$ cat config.mk
export PLATFORM = sky130hd
export DESIGN_NAME = mips_bus_arbiter
export DESIGN_NICKNAME = d
export VERILOG_FILES = /design/src/rtl/mips_bus_arbiter.sv
export SDC_FILE = /design/constraint.sdc
export NUM_CORES = 1
export LEC_CHECK = 0
export BUFFER_PORTS_ARGS = -buffer_cell sky130_fd_sc_hd__buf_2
export CORE_MARGIN = 2
export CORE_UTILIZATION = 33
export CTS_BUF_LIST = sky130_fd_sc_hd__clkbuf_2
export CTS_CLUSTER_SIZE = 20
export DETAILED_ROUTE_END_ITERATION = 8
export HOLD_SLACK_MARGIN = 0.15
export SLEW_MARGIN = 0
export SYNTH_ARGS = -nofsm -noshare
export SYNTH_HDL_FRONTEND = slang
export SYNTH_SLANG_ARGS = --single-unit
$ cat constraint.sdc
create_clock -name clk -period 2.55 [get_ports clk]
set_input_delay 0.51 -clock clk [delete_from_list [all_inputs] [get_ports clk]]
set_output_delay 0.51 -clock clk [all_outputs]
set_load 0.01 [all_outputs]
$ cat src/rtl/mips_bus_arbiter.sv
// Two-requester (fetch I / data D) Avalon-MM arbiter with per-transfer timeout watchdog.
// Optional feature: define ARB_ROUND_ROBIN_EN for round-robin arbitration (default: fixed D>I).
module mips_bus_arbiter #(
    parameter int unsigned TIMEOUT_CYCLES = 255,
    parameter logic [31:0] ERR_READDATA   = 32'hDEADBEEF
) (
    input  logic        clk,
    input  logic        reset,
    input  logic [31:0] i_address,
    input  logic        i_read,
    output logic [31:0] i_readdata,
    output logic        i_waitrequest,
    input  logic [31:0] d_address,
    input  logic        d_read,
    input  logic        d_write,
    input  logic [31:0] d_writedata,
    input  logic [3:0]  d_byteenable,
    output logic [31:0] d_readdata,
    output logic        d_waitrequest,
    output logic [31:0] address,
    output logic        read,
    output logic        write,
    output logic [31:0] writedata,
    output logic [3:0]  byteenable,
    input  logic        waitrequest,
    input  logic [31:0] readdata,
    output logic [1:0]  grant,
    output logic        bus_error
);

    localparam logic [15:0] TMO = TIMEOUT_CYCLES[15:0];

    typedef enum logic [1:0] {
        IDLE,
        GRANT_I,
        GRANT_D,
        TURN
    } state_t;

    state_t      state;
    state_t      state_nx;
    logic [15:0] timer;
    logic        op_read;
    logic        i_req;
    logic        d_req;
    logic        pick_d;
    logic        granted;
    logic        done;
    logic        abort;
    logic        finish;

    assign i_req   = i_read;
    assign d_req   = d_read | d_write;
    assign granted = (state == GRANT_I) || (state == GRANT_D);
    assign done    = granted && (read || write) && !waitrequest;
    // The bus strobe is dropped one cycle early, so the abort cycle sees timer==TMO.
    assign abort   = granted && (timer == TMO) && !done;
    assign finish  = done || abort;

`ifdef ARB_ROUND_ROBIN_EN
    logic last_owner;   // 0 = I, 1 = D

    always_ff @(posedge clk or negedge reset) begin
        if (!reset) begin
            last_owner <= 1'b0;
        end else if (finish) begin
            last_owner <= (state == GRANT_D);
        end
    end

    assign pick_d = d_req && (!i_req || !last_owner);
`else
    assign pick_d = d_req;
`endif

    always_ff @(posedge clk or negedge reset) begin
        if (!reset) begin
            state <= IDLE;
        end else begin
            state <= state_nx;
        end
    end

    always_comb begin
        state_nx      = state;
        i_waitrequest = 1'b1;
        d_waitrequest = 1'b1;
        i_readdata    = '0;
        d_readdata    = '0;
        case (state)
            IDLE: begin
                if (i_req || d_req) begin
                    state_nx = pick_d ? GRANT_D : GRANT_I;
                end
            end
            GRANT_I: begin
                if (finish) begin
                    state_nx      = TURN;
                    i_waitrequest = 1'b0;
                    i_readdata    = abort ? ERR_READDATA : readdata;
                end
            end
            GRANT_D: begin
                if (finish) begin
                    state_nx      = TURN;
                    d_waitrequest = 1'b0;
                    if (op_read) begin
                        d_readdata = abort ? ERR_READDATA : readdata;
                    end
                end
            end
            TURN: begin
                state_nx = IDLE;
            end
            default: begin
                state_nx = IDLE;
            end
        endcase
    end

    always_ff @(posedge clk or negedge reset) begin
        if (!reset) begin
            address    <= '0;
            writedata  <= '0;
            byteenable <= '0;
            read       <= 1'b0;
            write      <= 1'b0;
            grant      <= '0;
            timer      <= '0;
            op_read    <= 1'b0;
            bus_error  <= 1'b0;
        end else begin
            case (state)
                IDLE: begin
                    if (i_req || d_req) begin
                        timer <= '0;
                        if (pick_d) begin
                            grant      <= 2'b10;
                            address    <= d_address;
                            writedata  <= d_writedata;
                            byteenable <= d_byteenable;
                            write      <= d_write;
                            read       <= d_read & ~d_write;
                            op_read    <= d_read & ~d_write;
                            if (d_read && d_write) begin
                                bus_error <= 1'b1;
                            end
                        end else begin
                            grant      <= 2'b01;
                            address    <= i_address;
                            writedata  <= '0;
                            byteenable <= '1;
                            write      <= 1'b0;
                            read       <= 1'b1;
                            op_read    <= 1'b1;
                        end
                    end
                end
                GRANT_I, GRANT_D: begin
                    if (finish) begin
                        read  <= 1'b0;
                        write <= 1'b0;
                        grant <= '0;
                        if (abort) begin
                            bus_error <= 1'b1;
                        end
                    end else if (waitrequest && (timer != TMO)) begin
                        timer <= timer + 16'd1;
                        if ((timer + 16'd1) == TMO) begin
                            read  <= 1'b0;
                            write <= 1'b0;
                        end
                    end
                end
                default: begin
                end
            endcase
        end
    end

endmodule
==> results of run 1 <==
## metal layers
metal	global-route usage, %	wire, um	part of all wire, %	up-vias
met3	4.03	1200	7.2	23
met2	39.5	8960	54	228
met1	21.2	6060	36	2415
met4	8.08	483	2.9	0
li1	-	-	-	2433
met5	0	0	0	-
## through the flow
stage                     setup TNS (ps)  utilization (%)  std cells
final                             -13500             53.9       1028
after global routing              -26570             53.9       1027
after CTS                         -18770             52.4       1021
after detailed placement               0             45.9        947
after global placement                 0             45.9        947
after floorplan                        0                -        501
## sequential cells by signal, summed over array words and instances, names as in the netlist
register    cells
state           2
byteenable      4
grant           2
op_read         1
writedata      32
bus_error       1
timer          16
address        32
read            1
write           1
## worst paths after layout
kind / end / from / cells past startpoint
max: d_readdata[13] / timer[1] / 9
min: address[11] / d_address[11] / 3
max reg2reg: read / timer[1] / 9
min reg2reg: bus_error / bus_error / 1
max in group asynchronous: address[27] / reset / 3
min in group asynchronous: writedata[21] / reset / 2
## report_power, final
group / internal, uW / switching (uW)
Clock: 230 / 466
Combinational: 1730 / 2160
Sequential: 2050 / 337
## critical path, delay by kind of cell (launching register included)
| kind | cells | cell delay (ps) |
|---|---|---|
| adder cells (fa/ha/maj) | 1 | 180 |
| flip-flops | 1 | 410 |
| buffers and inverters | 3 | 450 |
| AND/OR/NAND/NOR | 4 | 630 |
| AO/OA/AOI/OAI | 1 | 170 |
## area by class of cell
type | instances | area, sq um
multi-input cells | 366 | 2500
fillers | 1269 | 6450
clock inverters | 4 | 51.3
clock buffers | 11 | 55.1
diodes | 1 | 2.50
flip-flops and latches | 92 | 2300
well taps | 180 | 225
inverters | 8 | 30.0
repair buffers | 366 | 2370
## Yosys cell counts, drive strengths merged (2+ instances only)
library cell	instances
dfrtp	92
nand2b	3
o21ai	20
and3	9
inv	8
buf	12
o21a	4
mux2i	32
ha	6
nor4	3
a22o	32
and2	15
xor2	2
o22a	4
nand4	7
a21oi	34
nor2	120
nor3	4
o31ai	11
o41ai	3
clkbuf	23
nand2	24
a21o	3
xnor2	4
nand3	7
or2	4
## logic make-up (layout without fill, tap and decap cells)
| group | after synthesis | in the layout | share of synthesized area (%) |
|---|---|---|---|
| multiplexers | 33 | 33 | 7.05 |
| flip-flops | 92 | 92 | 48.4 |
| AND/OR/NAND/NOR | 203 | 203 | 20.2 |
| AO/OA/AOI/OAI | 118 | 118 | 17.3 |
| adder cells (fa/ha/maj) | 6 | 6 | 1.58 |
| buffers and inverters | 43 | 389 | 4.11 |
| other | 0 | 1 | 0 |
| XOR/XNOR | 6 | 6 | 1.26 |
## timing repair
item / CTS / global route
setup endpoints to repair: 66 / 66
gates resized for setup: 64 / 38
pin swaps: 21 / 12
gates cloned: 4 / 0
endpoints found under the hold margin: 75 / 1
setup buffers: 19 / 6
hold buffers: 36 / 1
==> run_results.csv, run 1 <==
group,metric,value,unit
status,status,"finished, violations left",
status,violations,"setup timing",
setup_path,critPathMaxFanout,12,
setup_path,critPathArrivalTime,2360,ps
sta,finalWorstSetupSlack,-321,ps
setup_path,path_common_cell,"buf_6",
grt,grt_pass1_vias,4819,
sta,whs,273,ps
synth,yosys_warnings,0,
clock_network,clkLatencyLatePin,520,ps
placement,place_congestion,0.813,
setup_path,required,2040,ps
detailed_routing,ant_nets,0,
synth,synth_area_leaders,"dfrtp_1 48%, nor2_1 9.5%, mux2i_1 6.7%",
finish,final_cell_area,7540,sq um
floorplanning,num_rows,43,
detailed_routing,via_count,5099,
synth,syn_avg_cell_area,9.49,sq um
detailed_routing,post_drt_wl_per_cell,16.2,um
floorplanning,coreArea,14000,sq um
synth,yosysSeqAreaShare,48.4,%
clock_network,h-tree-depth,3,
sta,rsz0062_at_grt,"yes",
placement,dpl_cell_area,6420,sq um
clock_network,cts_buffer_depth,2,
power_and_ir_drop,power,6970,uW
placement,hpwl,11800,um
finish,layout_common_cells,"257 x buf_2, 94 x nor2_1, 91 x dfrtp_1",
grt,grt_max_degree,69,
floorplanning,start_util,34.0,%
setup_path,cpPeakStageDelay,410,ps
synth,ys_async_sr_fraction,100,%
synth,synthCells,501,
setup_path,path_cells,"ha_2, nand4_1, or2_4, buf_6, o21ai_4, nand3_4, buf_6, nor2_1, buf_2",
setup_path,r2r_slack,60,ps
floorplanning,dieArea,15400,sq um
setup_path,critical_path_class,"reg2out",
setup_path,critPathSlowestCell,"dfrtp_1",
detailed_routing,via_per_inst,4.96,
sta,setup_viol,58,
sta,drv_slew,0,
worst_hold_path,min_path_type,"in2reg",
finish,drive_gt1_share,48.9,%
sta,final_hold_viol_count,0,
grt,grtUsageTotal,20.3,%
detailed_routing,postRouteWirelength,16700,um
setup_path,critPathCaptureType,"primary output",
sta,period_needed,2870,ps
detailed_routing,drt_iter0_markers,160,
sta,fmax,348,MHz
synth,synth_top_area_cell,"dfrtp_1",
synth,synth.top_cell.area_share,48.4,%
detailed_routing,firstDrtPassIters,4,
setup_path,start_kind,"register",
floorplanning,die_h,124,um
power_and_ir_drop,power.density,924,nW/um^2
synth,synthesis.area,4750,sq um
sta,post-route-period-util,113,%
placement,place_ws,60.6,ps
grt,antenna_found_initial,1,
power_and_ir_drop,peakVddDrop,0.484,mV
clock_network,cts_root_buf,"clkbuf_2",
grt,grt_pass1_wl,23800,um
finish,final_common_cell,"buf_2",
clock_network,cts_tree,"done",
grt,overflow,0,
sta,worst_slew_pin_slew,1190,ps
synth,synth-seq-cells,92,
sta,maxSlewHeadroom,20.9,%
clock_network,clk_pin_slew,230,ps
placement,io_buffers,276,
sta,clock_skew,20.8,ps
clock_network,clkSinkCount,92,
synth,synth_cell_types,55,
power_and_ir_drop,p_leak,0.00376,uW
floorplanning,pin_count,277,
detailed_routing,drcViolationCount,0,
floorplanning,die_x,124,um
finish,fin_nets,987,
synth,synth_nets,645,
synth,synth_ff_type,"dfrtp_1",
flow_run,maxCapViolCount,0,
clock_network,cts_inserted_buffers,9,
synth,synth_edf_count,0,
finish,syn_to_final_growth,58.6,%
Note: power is estimated with default switching activity, not from simulation.
==> inputs of run 2 (changes only) <==
- CORE_UTILIZATION: 33 -> 45
- PLACE_DENSITY: unset -> 0.82
==> run 2 against run 1 <==
Net effect: the run still ends with setup timing left; first-iteration DRC count grew to 2.8 times the previous value; via count is 4.3% higher; wire length hardly changed; maximum frequency is 1.1% lower; clock power is 27% higher; utilization is 18 points higher; final area is 2.0% lower; sequential cell count stayed put; largest cell class unchanged.
==> run_results.csv, run 2 (same netlist as run 1, synthesis figures left out) <==
group,metric,value,unit
clock_network,clkSinkCount,92,
flow_run,maxCapViolCount,0,
status,status,"finished, violations left",
detailed_routing,firstDrtPassIters,5,
sta,fmax,344,MHz
worst_hold_path,holdCritStartpoint,"d_writedata[23]",
floorplanning,pin_count,277,
floorplanning,die_x,107,um
grt,grt_pass1_vias,5164,
sta,final_hold_viol_count,0,
clock_network,clkLatencyLatePin,560,ps
finish,nFillCells,727,
clock_network,cts_tree,"done",
setup_path,start_kind,"register",
floorplanning,num_rows,37,
placement,dpl_cell_area,6420,sq um
detailed_routing,via_per_inst,5.40,
power_and_ir_drop,peakVddDrop,0.564,mV
placement,place_congestion,0.914,
setup_path,r2r_start,"timer[1]",
detailed_routing,drcViolationCount,0,
grt,overflow,0,
detailed_routing,drt_iter0_markers,450,
clock_network,cts_inserted_buffers,9,
setup_path,critical_path_class,"reg2out",
finish,layout_common_cells,"268 x buf_2, 98 x nor2_1, 90 x dfrtp_1",
grt,grt_pass1_wl,25100,um
clock_network,clk_pin_slew,250,ps
floorplanning,start_util,46.3,%
setup_path,critPathArrivalTime,2390,ps
sta,period_needed,2900,ps
placement,placed_cells,908,
sta,finalWorstSetupSlack,-353,ps
sta,maxSlewHeadroom,21.4,%
detailed_routing,postRouteWirelength,16700,um
sta,rsz0062_at_grt,"yes",
sta,worst_slew_pin_slew,1180,ps
setup_path,r2r_slack,110,ps
floorplanning,die_h,107,um
detailed_routing,ant_nets,0,
finish,largestRegisters,"address (32), writedata (32), timer (16)",
sta,clock_skew,34.4,ps
sta,post-route-period-util,114,%
setup_path,critPathCaptureType,"primary output",
grt,antenna_found_initial,1,
clock_network,cts_root_buf,"clkbuf_2",
sta,drv_slew,0,
finish,stdcell_count,984,
finish,final_common_cell,"buf_2",
floorplanning,coreArea,10300,sq um
setup_path,critPathMaxFanout,5,
status,violations,"setup timing",
clock_network,h-tree-depth,3,
grt,grtUsageTotal,27.9,%
grt,grt_max_degree,69,
clock_network,cts_buffer_depth,2,
finish,syn_to_final_growth,55.5,%
power_and_ir_drop,power.density,977,nW/um^2
floorplanning,dieArea,11400,sq um
placement,hpwl,11000,um
setup_path,required,2040,ps
setup_path,crit_path_start,"timer[12]",
placement,io_buffers,276,
worst_hold_path,min_path_type,"in2reg",
finish,drive_gt1_share,46.6,%
power_and_ir_drop,p_leak,0.00379,uW
finish,final_cell_area,7390,sq um
detailed_routing,via_count,5316,
finish,fin_nets,986,
sta,setup_viol,66,
detailed_routing,post_drt_wl_per_cell,17.0,um
==> run 2: where the power goes <==
part | internal [uW] | switching, uW
clock | 411 | 477
combinational | 1720 | 2210
sequential | 2050 | 353
total | 4180 | 3040
==> run 2: through the flow <==
stage          util [%]  hold slack [ps]  setup WS (ps)  setup TNS (ps)  total power, uW
2_1_floorplan         -              214           39.4               0             4460
3_5_place_dp       62.4              441            114               0             5910
5_1_grt            71.9              150           -494          -25650             7720
3_3_place_gp       62.4              445            196               0             5740
4_1_cts            69.5              150           -392          -18130             7050
6_report           71.9              201           -353          -16240             7220
==> run 2: area by class of cell <==
cell class	count	area [sq um]	area share (%)
Timing Repair Buffer	365	2280	30.8
Tap cell	136	170	2.30
Multi-Input combinational cell	366	2460	33.2
Clock inverter	6	104	1.40
Clock buffer	9	45.0	0.609
Antenna cell	2	5.00	0.0677
Inverter	8	30.0	0.406
Sequential cell	92	2300	31.2
==> run 2: path summary, 6_finish.rpt <==
kind | end | cells after the start
worst max-delay path | d_readdata[1] | 8
worst min register to register | grant[1] | 2
worst max register to register | read | 9
max in group asynchronous | grant[1] | 3
min in group asynchronous | writedata[25] | 2
worst min-delay path | writedata[23] | 2
==> run 2: timing repair <==
action | 4_1_cts | 5_1_grt
buffers inserted | 13 | 7
gates cloned | 1 | 2
hold buffers | 33 | 3
endpoints found under the hold margin | 63 | 3
endpoints found under the setup margin | 66 | 67
resized for setup | 38 | 36
pin swaps | 13 | 8
==> run 2: metal layers <==
| layer | vias to the layer above | part of all wire, % | wire [um] | GRT usage [%] |
|---|---|---|---|---|
| met3 | 32 | 7.3 | 1220 | 6.38 |
| met5 | - | 0 | 0 | 0 |
| li1 | 2426 | - | - | - |
| met4 | 0 | 2.3 | 383 | 10.9 |
| met1 | 2571 | 36 | 6060 | 31.8 |
| met2 | 287 | 54 | 9040 | 50.6 |
==> run 2: critical path, stage by stage, from the launching register on <==
cell	delay [ps]
dfrtp_1	450
nor4_2	260
nand4_1	160
buf_4	170
o21ai_4	230
nand3_4	120
buf_6	160
nor2_1	130
buf_2	150
==> inputs of run 3 (changes only) <==
- CORE_UTILIZATION: 45 -> 25
- PLACE_DENSITY: 0.82 -> unset
==> run 3 against run 2 <==
Net effect: the run still ends with setup timing left; sequential share of layout area decreased by 0.70 points; maximum frequency about the same; critical path type unchanged; power fell by 2.6%; final area is 2.2% higher; critical path depth increased by 1.
==> run_results.csv, run 3 (same netlist as run 1, synthesis figures left out) <==
group,metric,value,unit
setup_path,critical_path_class,"reg2out",
detailed_routing,via_count,5009,
placement,hpwl,11300,um
sta,clock_skew,18.9,ps
floorplanning,dieArea,20100,sq um
detailed_routing,firstDrtPassIters,4,
sta,final_hold_viol_count,0,
finish,nFillCells,1872,
finish,stdcell_count,1102,
detailed_routing,wl_met1,6420,um
grt,grt_pass1_vias,4784,
finish,drive_gt1_share,44.2,%
setup_path,critPathCaptureType,"primary output",
floorplanning,coreArea,18700,sq um
sta,maxSlewHeadroom,17.2,%
floorplanning,num_rows,50,
status,status,"finished, violations left",
clock_network,cts_root_buf,"clkbuf_2",
finish,fin_nets,1005,
sta,fmax,344,MHz
clock_network,clk_pin_slew,270,ps
placement,place_congestion,0.768,
floorplanning,start_util,25.4,%
power_and_ir_drop,power.density,931,nW/um^2
clock_network,h-tree-depth,3,
grt,grtUsageTotal,15.2,%
setup_path,required,2040,ps
grt,grt_max_degree,69,
detailed_routing,met2WireLength,8280,um
setup_path,path_cells,"nor4_2, nand4_1, buf_6, nor3_4, buf_6, buf_6, nor2_2, nor2_1, buf_2",
floorplanning,die_x,142,um
power_and_ir_drop,power,7040,uW
sta,setup_viol,65,
sta,finalSetupTns,-18050,ps
grt,grt_pass1_wl,24100,um
status,violations,"setup timing",
setup_path,start_kind,"register",
finish,largestRegisters,"address (32), writedata (32), timer (16)",
sta,drv_slew,0,
detailed_routing,postRouteWirelength,16000,um
finish,layout_common_cells,"274 x buf_2, 109 x nor2_1, 92 x dfrtp_1",
detailed_routing,post_drt_wl_per_cell,14.6,um
sta,post-route-period-util,114,%
setup_path,critPathArrivalTime,2390,ps
finish,syn_to_final_growth,58.9,%
clock_network,cts_buffer_depth,2,
sta,finalWorstSetupSlack,-353,ps
power_and_ir_drop,peakVddDrop,0.410,mV
sta,period_needed,2900,ps
finish,final_cell_area,7550,sq um
detailed_routing,ant_nets,0,
clock_network,cts_inserted_buffers,9,
floorplanning,pin_count,277,
placement,placed_cells,1010,
placement,dpl_cell_area,6600,sq um
clock_network,clkLatencyLatePin,580,ps
setup_path,critPathSlowestCell,"dfrtp_1",
grt,antenna_found_initial,3,
detailed_routing,routed.top_layer,"met4",
detailed_routing,via_per_inst,4.55,
detailed_routing,drcViolationCount,0,
setup_path,path_common_cell,"buf_6",
clock_network,cts_tree,"done",
finish,final_common_cell,"buf_2",
detailed_routing,wl_met3,1000,um
setup_path,critPathMaxFanout,6,
worst_hold_path,min_path_type,"in2reg",
power_and_ir_drop,p_leak,0.00383,uW
setup_path,cpPeakStageDelay,450,ps
sta,worst_slew_pin_slew,1240,ps
detailed_routing,drt_iter0_markers,202,
floorplanning,die_h,142,um
grt,overflow,0,
flow_run,maxCapViolCount,0,
placement,io_buffers,276,
sta,rsz0062_at_grt,"yes",
clock_network,clkSinkCount,92,
run 3: cell count changes in the layout (fill, tap and decap cells not counted), moves of 3 or more:
cell | before | now
nor2_1 | 98 | 109
buf_6 | 16 | 8
dlygate4sd3_1 | 36 | 56
nor2_4 | 12 | 4
nor2_2 | 10 | 7
buf_2 | 268 | 274
run 3: path summary, 6_finish.rpt:
kind	cells past startpoint	from	to	slack, ps
max reg2reg	8	timer[0]	read	170
max in group asynchronous	3	reset	address[11]	1480
min	3	d_address[7]	address[7]	210
min reg2reg	1	bus_error	bus_error	510
max	9	timer[12]	i_readdata[18]	-350
min in group asynchronous	2	reset	writedata[9]	370
run 3: per-layer routing:
| layer | GRT usage, % | up-vias |
|---|---|---|
| met1 | 16.9 | 2323 |
| li1 | - | 2464 |
| met5 | 0 | - |
| met2 | 28.2 | 202 |
| met3 | 3.04 | 20 |
| met4 | 6.05 | 0 |
run 3: where the power goes:
group          switching, uW  leakage [uW]  total, uW  internal (uW)
sequential               314       0.00112       2370           2050
combinational           2150       0.00265       3900           1750
clock                    539     0.0000700        770            231
total                   3010       0.00383       7040           4030
run 3: per-stage QoR:
step | utilization, % | hold WS (ps) | worst slack, ps
global route | 40.4 | 152 | -530
detailed placement | 35.3 | 461 | 83.9
global placement | 35.3 | 459 | 140
floorplan | - | 214 | 39.4
finish | 40.4 | 208 | -353
CTS | 40.0 | 152 | -377
run 3: critical path: cells and delay by family (launching register included):
kind	cells	cell delay [ps]
flip-flops	1	450
buffers and inverters	4	570
AND/OR/NAND/NOR	5	810
run 3: final cells by class:
type / count / area [sq um] / area share, %
antenna: 2 / 5.00 / 0.0662
clock buffer: 10 / 50.0 / 0.662
clock inverter: 6 / 63.8 / 0.845
inverter: 8 / 30.0 / 0.397
multi-input combinational: 366 / 2360 / 31.3
sequential: 92 / 2300 / 30.5
tap: 234 / 293 / 3.88
timing repair buffer: 384 / 2450 / 32.4
run 3: what timing repair did:
action                                  CTS  global route
pin swaps                                13             5
hold buffers                             55             1
cloned                                    1             1
gates resized for setup                  33             3
setup buffers                            14             2
endpoints found under the hold margin    83             1
endpoints found under the setup margin   66            66
